`config.mk`:
```
export PLATFORM = sky130hd
export DESIGN_NAME = ps2_scancode_rx_flat
export DESIGN_NICKNAME = d
export VERILOG_FILES = /design/src/rtl/ps2_pkg.sv /design/src/rtl/ps2_scancode_rx_if.sv /design/src/rtl/ps2_line_filter.sv /design/src/rtl/ps2_scancode_rx.sv /design/src/flat_wrapper.sv
export SDC_FILE = /design/constraint.sdc
export NUM_CORES = 1
export LEC_CHECK = 0
export BUFFER_PORTS_ARGS = -buffer_cell sky130_fd_sc_hd__buf_2
export CORE_MARGIN = 4
export CORE_UTILIZATION = 50
export CTS_CLUSTER_SIZE = 20
export DETAILED_ROUTE_END_ITERATION = 6
export PLACE_DENSITY = 0.78
export SYNTH_ARGS = -nofsm -noshare
export SYNTH_HDL_FRONTEND = slang
export SYNTH_SLANG_ARGS = --single-unit
```
`constraint.sdc`:
```
create_clock -name CLK_14M -period 4.3 [get_ports CLK_14M]
set_clock_uncertainty 0.05 [all_clocks]
set_input_delay 0.43 -clock CLK_14M [delete_from_list [all_inputs] [get_ports CLK_14M]]
set_output_delay 0.43 -clock CLK_14M [all_outputs]
set_load 0.005 [all_outputs]
```
`src/rtl/ps2_pkg.sv`:
```
// ps2_pkg: shared constants, key-word bit indices and FSM states for the PS/2 scancode receiver.
`timescale 1ns/1ps
package ps2_pkg;
   localparam logic [7:0] PS2_EXT    = 8'hE0;
   localparam logic [7:0] PS2_REL    = 8'hF0;
   localparam logic [7:0] PS2_PAUSE  = 8'hE1;
   localparam logic [7:0] PS2_ACK    = 8'hFA;
   localparam logic [7:0] PS2_ECHO   = 8'hEE;
   localparam logic [7:0] PS2_RESEND = 8'hFE;
   localparam logic [7:0] PS2_OVR0   = 8'h00;
   localparam logic [7:0] PS2_OVR1   = 8'hFF;
   localparam logic [7:0] PS2_BAT    = 8'hAA;
   localparam int KEY_TOGGLE  = 10;
   localparam int KEY_PRESSED = 9;
   localparam int KEY_EXT     = 8;
   typedef enum logic [1:0] {IDLE, DATA, PARITY, STOP} ps2_state_e;
   // BAT-OK (AA) only counts as noise when no prefix is pending
   function automatic logic is_discard(input logic [7:0] b, input logic pending);
      return (b == PS2_ACK) || (b == PS2_ECHO) || (b == PS2_RESEND) ||
             (b == PS2_OVR0) || (b == PS2_OVR1) || (b == PS2_BAT && !pending);
   endfunction
endpackage

```
`src/rtl/ps2_scancode_rx_if.sv`:
```
// ps2_scancode_rx_if: PS/2 pins in, 11-bit key event word and status pulses out.
`timescale 1ns/1ps
interface ps2_scancode_rx_if;
   logic        ps2_clk;
   logic        ps2_data;
   logic [10:0] PS2_Key;
   logic        key_valid;
   logic        frame_err;
   modport master (output ps2_clk, ps2_data, input PS2_Key, key_valid, frame_err);
   modport slave  (input ps2_clk, ps2_data, output PS2_Key, key_valid, frame_err);
endinterface

```
`src/rtl/ps2_line_filter.sv`:
```
// ps2_line_filter: 2-FF synchronizer plus FILTER_LEN stability filter with a registered falling-edge pulse.
`timescale 1ns/1ps
module ps2_line_filter #(
   parameter int FILTER_LEN = 8
) (
   input  logic CLK_14M,
   input  logic reset_n,
   input  logic pin,
   output logic level,
   output logic fall
);
   localparam int CW = $clog2(FILTER_LEN + 1);
   logic [1:0]    sync;
   logic [CW-1:0] cnt;
   always_ff @(posedge CLK_14M or negedge reset_n) begin
      if (!reset_n) begin
         sync  <= 2'b11;
         cnt   <= '0;
         level <= 1'b1;
         fall  <= 1'b0;
      end else begin
         sync <= {sync[0], pin};
         fall <= 1'b0;
         // any sample agreeing with the current level restarts the run
         if (sync[1] == level) cnt <= '0;
         else if (cnt == CW'(FILTER_LEN - 1)) begin
            level <= sync[1];
            fall  <= level;
            cnt   <= '0;
         end else cnt <= cnt + 1'b1;
      end
   end
endmodule

```
`src/rtl/ps2_scancode_rx.sv`:
```
// ps2_scancode_rx: deframes PS/2 set-2 scancodes into the toggling 11-bit PS2_Key event word.
`timescale 1ns/1ps
module ps2_scancode_rx
   import ps2_pkg::*;
#(
   parameter int FILTER_LEN  = 8,
   parameter int TIMEOUT_CYC = 2048
) (
   input logic              CLK_14M,
   input logic              reset_n,
   ps2_scancode_rx_if.slave bus
);
   localparam logic [11:0] TMO = 12'(TIMEOUT_CYC);
   logic       clk_lvl, clk_fall, clk_q, d_lvl, unused_data_fall;
   ps2_state_e state;
   logic [2:0]  bitcnt, pause_cnt;
   logic [7:0]  sr;
   logic        par, byte_rdy, ext, rel, valid, err;
   logic [11:0] idle_cnt;
   logic [10:0] key;
   ps2_line_filter #(.FILTER_LEN(FILTER_LEN)) u_clk (
      .CLK_14M(CLK_14M), .reset_n(reset_n), .pin(bus.ps2_clk), .level(clk_lvl), .fall(clk_fall)
   );
   ps2_line_filter #(.FILTER_LEN(FILTER_LEN)) u_data (
      .CLK_14M(CLK_14M), .reset_n(reset_n), .pin(bus.ps2_data), .level(d_lvl), .fall(unused_data_fall)
   );
   always_ff @(posedge CLK_14M or negedge reset_n) begin
      if (!reset_n) begin
         clk_q    <= 1'b1;
         idle_cnt <= '0;
      end else begin
         clk_q    <= clk_lvl;
         idle_cnt <= (clk_lvl != clk_q) ? '0 : (idle_cnt == TMO) ? idle_cnt : idle_cnt + 1'b1;
      end
   end
   always_ff @(posedge CLK_14M or negedge reset_n) begin
      if (!reset_n) begin
         state     <= IDLE;
         bitcnt    <= '0;
         sr        <= '0;
         par       <= 1'b0;
         byte_rdy  <= 1'b0;
         ext       <= 1'b0;
         rel       <= 1'b0;
         pause_cnt <= '0;
         key       <= '0;
         valid     <= 1'b0;
         err       <= 1'b0;
      end else begin
         byte_rdy <= 1'b0;
         valid    <= 1'b0;
         err      <= 1'b0;
         // a clock edge takes priority over a coincident timeout
         if (clk_fall) begin
            case (state)
               IDLE: if (!d_lvl) begin
                  state  <= DATA;
                  bitcnt <= '0;
               end
               DATA: begin
                  sr     <= {d_lvl, sr[7:1]};
                  bitcnt <= bitcnt + 1'b1;
                  if (bitcnt == 3'd7) state <= PARITY;
               end
               PARITY: begin
                  par   <= d_lvl;
                  state <= STOP;
               end
               STOP: begin
                  state <= IDLE;
                  if (d_lvl && ^{sr, par}) byte_rdy <= 1'b1;
                  else begin
                     err <= 1'b1;
                     ext <= 1'b0;
                     rel <= 1'b0;
                  end
               end
            endcase
         end else if (state != IDLE && idle_cnt == TMO) state <= IDLE;
         if (byte_rdy) begin
            if (pause_cnt != 3'd0) pause_cnt <= pause_cnt - 1'b1;
            else if (sr == PS2_PAUSE) pause_cnt <= 3'd7;
            else if (sr == PS2_EXT) ext <= 1'b1;
            else if (sr == PS2_REL) rel <= 1'b1;
            else if (!is_discard(sr, ext | rel)) begin
               key[KEY_TOGGLE]  <= ~key[KEY_TOGGLE];
               key[KEY_PRESSED] <= ~rel;
               key[KEY_EXT]     <= ext;
               key[7:0]         <= sr;
               valid            <= 1'b1;
               ext              <= 1'b0;
               rel              <= 1'b0;
            end
         end
      end
   end
   assign bus.PS2_Key   = key;
   assign bus.key_valid = valid;
   assign bus.frame_err = err;
endmodule

```
`src/flat_wrapper.sv`:
```
// flat-port wrapper written by rule: the top's interface ports become plain ports
module ps2_scancode_rx_flat import ps2_pkg::*;
#(
   parameter int FILTER_LEN  = 8,
   parameter int TIMEOUT_CYC = 2048
)
  (CLK_14M, reset_n, bus_ps2_clk, bus_ps2_data, bus_PS2_Key, bus_key_valid, bus_frame_err);
  ps2_scancode_rx_if bus_i ();
  input logic CLK_14M;
  input logic reset_n;
  input wire logic [$bits(bus_i.ps2_clk)-1:0] bus_ps2_clk;
  input wire logic [$bits(bus_i.ps2_data)-1:0] bus_ps2_data;
  output wire logic [$bits(bus_i.PS2_Key)-1:0] bus_PS2_Key;
  output wire logic [$bits(bus_i.key_valid)-1:0] bus_key_valid;
  output wire logic [$bits(bus_i.frame_err)-1:0] bus_frame_err;
  assign bus_i.ps2_clk = bus_ps2_clk;
  assign bus_i.ps2_data = bus_ps2_data;
  assign bus_PS2_Key = bus_i.PS2_Key;
  assign bus_key_valid = bus_i.key_valid;
  assign bus_frame_err = bus_i.frame_err;
  ps2_scancode_rx #(.FILTER_LEN(FILTER_LEN), .TIMEOUT_CYC(TIMEOUT_CYC)) u_core (.CLK_14M(CLK_14M), .reset_n(reset_n), .bus(bus_i));
endmodule
```
==> summary.md <==
| Metric | Value |
|---|---|
| Status | `complete, no violations` |
| Worst Hold Launch | `bus_ps2_data` |
| Static leakage | `1.537 nW` |
| Total power | `1.563 mW` |
| Dpl ws | `~1.9 ns` |
| Register area share after synthesis | `54.53%` |
| # resized after CTS | `0` |
| GRT Total Usage | `between 10% and 20%` |
| Overflow after GRT | `0` |
| Crit. Startpoint | `u_core.pause_cnt[0]$_DFFE_PN0P_` |
| WL/cell | `13.10 microns` |
| Final setup vio count | `0` |
| Sink Count | `61` |
| Maximum vdd drop | `between 150 and 200 uV` |
| DR vias | `~1,800` |
| WHS | `between 0.1 and 0.15 ns` |
| Final Non-Filler Cells | `339` |
| Seq. cell area | `~1500 sq um` |
| Synth-to-Final Area Change | `14.44%` |
| Arrival @ worst endpoint | `around 2.6 ns` |
| Pwr Density | `just under 500 nW/um^2` |
| TritonCTS clock tree | `yes` |
| Clk slew on worst S/H paths | `0.07 ns` |
| Mapped Area | `2815 sq um` |
| Worst R2R Start | `u_core.pause_cnt[0]$_DFFE_PN0P_` |
| Critical path capture point type | `flip-flop` |
| Largest area contributor in the netlist | `dfrtp_1` |
| Number of detailed-route iterations in the first pass | `5` |
| Clock Latency Late Sink | `around 0.33 ns` |
| Final WL | `roughly 4400 microns` |
| RR Endpoint | `u_core.bus.PS2_Key[0]$_DFFE_PN0P_` |
| Drt drc | `0` |
| Hold depth | `1` |
| Max cap viols | `0` |
| Number of I/O pins | `17` |
| Dominant synthesized flop cell | `dfrtp_1` |
| Commonest cells in the netlist | `54 x dfrtp_1, 23 x nor2_1, 18 x nand2_1` |
| Hold endpoint | `u_core.u_data.sync[0]$_DFF_PN1_` |
| Fin nets | `roughly 280` |
| Crit share post-route | `between 50% and 60%` |
| Final hold vios | `0` |
| Vias in the first global route | `1,776` |
| Hold_buf cts | `0` |
| Asr flop ratio synth | `100.0%` |
| Synth warn | `0` |
| H-tree Lvls | `3` |
| Via density | `roughly 5.2` |
| Final setup TNS | `0 ns` |
| Final setup margin | `between 1.5 and 2 ns` |
| Synth top area share | `about half` |
| Post-Place Cells | `323` |
| Number of diodes | `0` |
| Cts bufs inserted | `9` |
| Final core utilization | `58.87%` |
| DP Wirelength | `~3000 microns` |
| First-pass GRT wire length | `slightly above 8000 microns` |
| DIE WIDTH | `83.04 microns` |
| Cell area after layout | `roughly 3200 sq um` |
| Req. time, crit path | `between 4 and 5 ns` |
| Core Area | `5473 sq um` |
| Largest net degree at the start of global routing | `62` |
| Die height | `around 83 microns` |
| Port buffer count | `16` |
| Distinct cell type count after synthesis | `39` |
| Clock tree buffer depth | `2` |
| Worst-Margin Slew | `roughly 0.85 ns` |
| Slew margin rel. | `between 40% and 50%` |
| Routability Congestion | `around 0.75` |
| Hold Crit Class | `input pin to flip-flop` |
| Pins Over Slew Limit | `0` |
| Post-CTS Setup Bufs | `0` |
| Unrepaired setup endpoints after global routing | `false` |
| Net Count, Synth | `roughly 260` |
| Startpoint Class | `flip-flop` |
| Clk Tree Root Cell | `clkbuf_8` |
| Initial DRC Count | `around 110` |
| Top-count cell post-synth | `dfrtp_1` |
| Critical Path Fanout Max | `12` |
| WS Path Type | `flip-flop to flip-flop` |
| Layout cells sized above 1 | `22.85%` |
| Synth area leaders | `dfrtp_1 48%, dfstp_2 6.5%, ha_1 5.3%` |
| Reg2reg path depth | `7` |
| Post-Syn Area per Cell | `11.78 sq um` |
| Post-Syn Instances | `between 200 and 250` |
| Post-route antenna net violation count | `0` |
| Antenna violations before repair | `0` |
| Post-synth EDFFs | `0` |
| Initial core utilization | `51.44%` |
| Post-DP Area | `about 3000 sq um` |
| Area of the multi-input gates | `about 1200 sq um` |
| Fmax | `between 400 and 500 MHz` |
| Die footprint | `slightly below 7000 sq um` |
| R2R Setup Slk | `1.85 ns` |
| Yosys reg bits | `61` |
| Post-layout min period | `2.452 ns` |
| Row cnt | `27` |
| Filler Cell Count | `between 400 and 500` |
[cells by family after synthesis]
group                    share of synthesized area, %
flip-flops                                      54.53
multiplexers                                    9.467
adder cells (fa/ha/maj)                         5.333
AND/OR/NAND/NOR                                 14.13
XOR/XNOR                                        7.511
buffers and inverters                           2.400
AO/OA/AOI/OAI                                   6.622
[worst max-delay path: stages, from the launching register on]
cell	delay [ns]
dfrtp_1	0.38
inv_1	0.11
ha_1	0.16
nor2b_1	0.22
o311a_1	0.27
o211ai_2	0.15
nor2b_2	0.59
mux2_2	0.41
[cell usage in the layout (no fill, tap or decap), types with 3 or more instances in the layout]
cell       netlist  routed
a21oi_1          8       8
ha_1            12      12
buf_2            0      16
mux2i_1          3       3
bufinv_16        0       4
nor2_1          23      23
dfrtp_1         54      54
nand2_1         18      18
nand3_1         11      11
nand2b_1         4       4
inv_1            9       9
mux2_2          13      13
o211ai_1         3       3
nor3_1           4       4
mux2_4           6       6
xor2_1          10      10
or3_1            4       4
xnor2_1          9       9
dfstp_2          7       7
o21ai_0          7       7
clkbuf_8         0       9
nor2b_1          3       3
o31ai_1          3       3
[sequential cells by signal (all words and copies together) (netlist names), 2 cells and up]
register,cells
u_core.bitcnt,3
u_core.bus.PS2_Key,11
u_core.idle_cnt,12
u_core.pause_cnt,3
u_core.sr,8
u_core.state,2
u_core.u_clk.cnt,4
u_core.u_clk.sync,2
u_core.u_data.cnt,4
u_core.u_data.sync,2
[layout make-up]
cell class                      count  share of cell area [%]
Clock buffer                       10                   3.961
Clock inverter                      6                   4.194
Inverter                            9                   1.049
Multi-Input combinational cell    164                   37.63
Sequential cell                    61                   47.65
Tap cell                           72                   2.796
Timing Repair Buffer               17                   2.718
[power breakdown]
| group | leakage (nW) | internal [mW] | switching [mW] |
|---|---|---|---|
| Combinational | 0.599 | 0.0788 | 0.107 |
| Clock | 0.123 | 0.444 | 0.220 |
| Sequential | 0.815 | 0.648 | 0.0650 |
[layer usage]
metal / part of all wire (%) / track usage (%)
met3: 2.5 / 3.472
met2: 47 / 22.74
met5: 0 / 0
met1: 48 / 19.16
met4: 2.4 / 7.578
[worst max-delay path by stage]
stage	to	slack [ns]
2_1_floorplan	u_core.bus.PS2_Key[1]$_DFFE_PN0P_	2.22
6_report	u_core.bus.PS2_Key[0]$_DFFE_PN0P_	1.85
4_1_cts	u_core.bus.PS2_Key[0]$_DFFE_PN0P_	1.85
3_3_place_gp	u_core.bus.PS2_Key[8]$_DFFE_PN0P_	1.95
5_1_grt	u_core.bus.PS2_Key[0]$_DFFE_PN0P_	1.69
3_5_place_dp	u_core.bus.PS2_Key[0]$_DFFE_PN0P_	1.87
(Power assumes the default switching activity.)
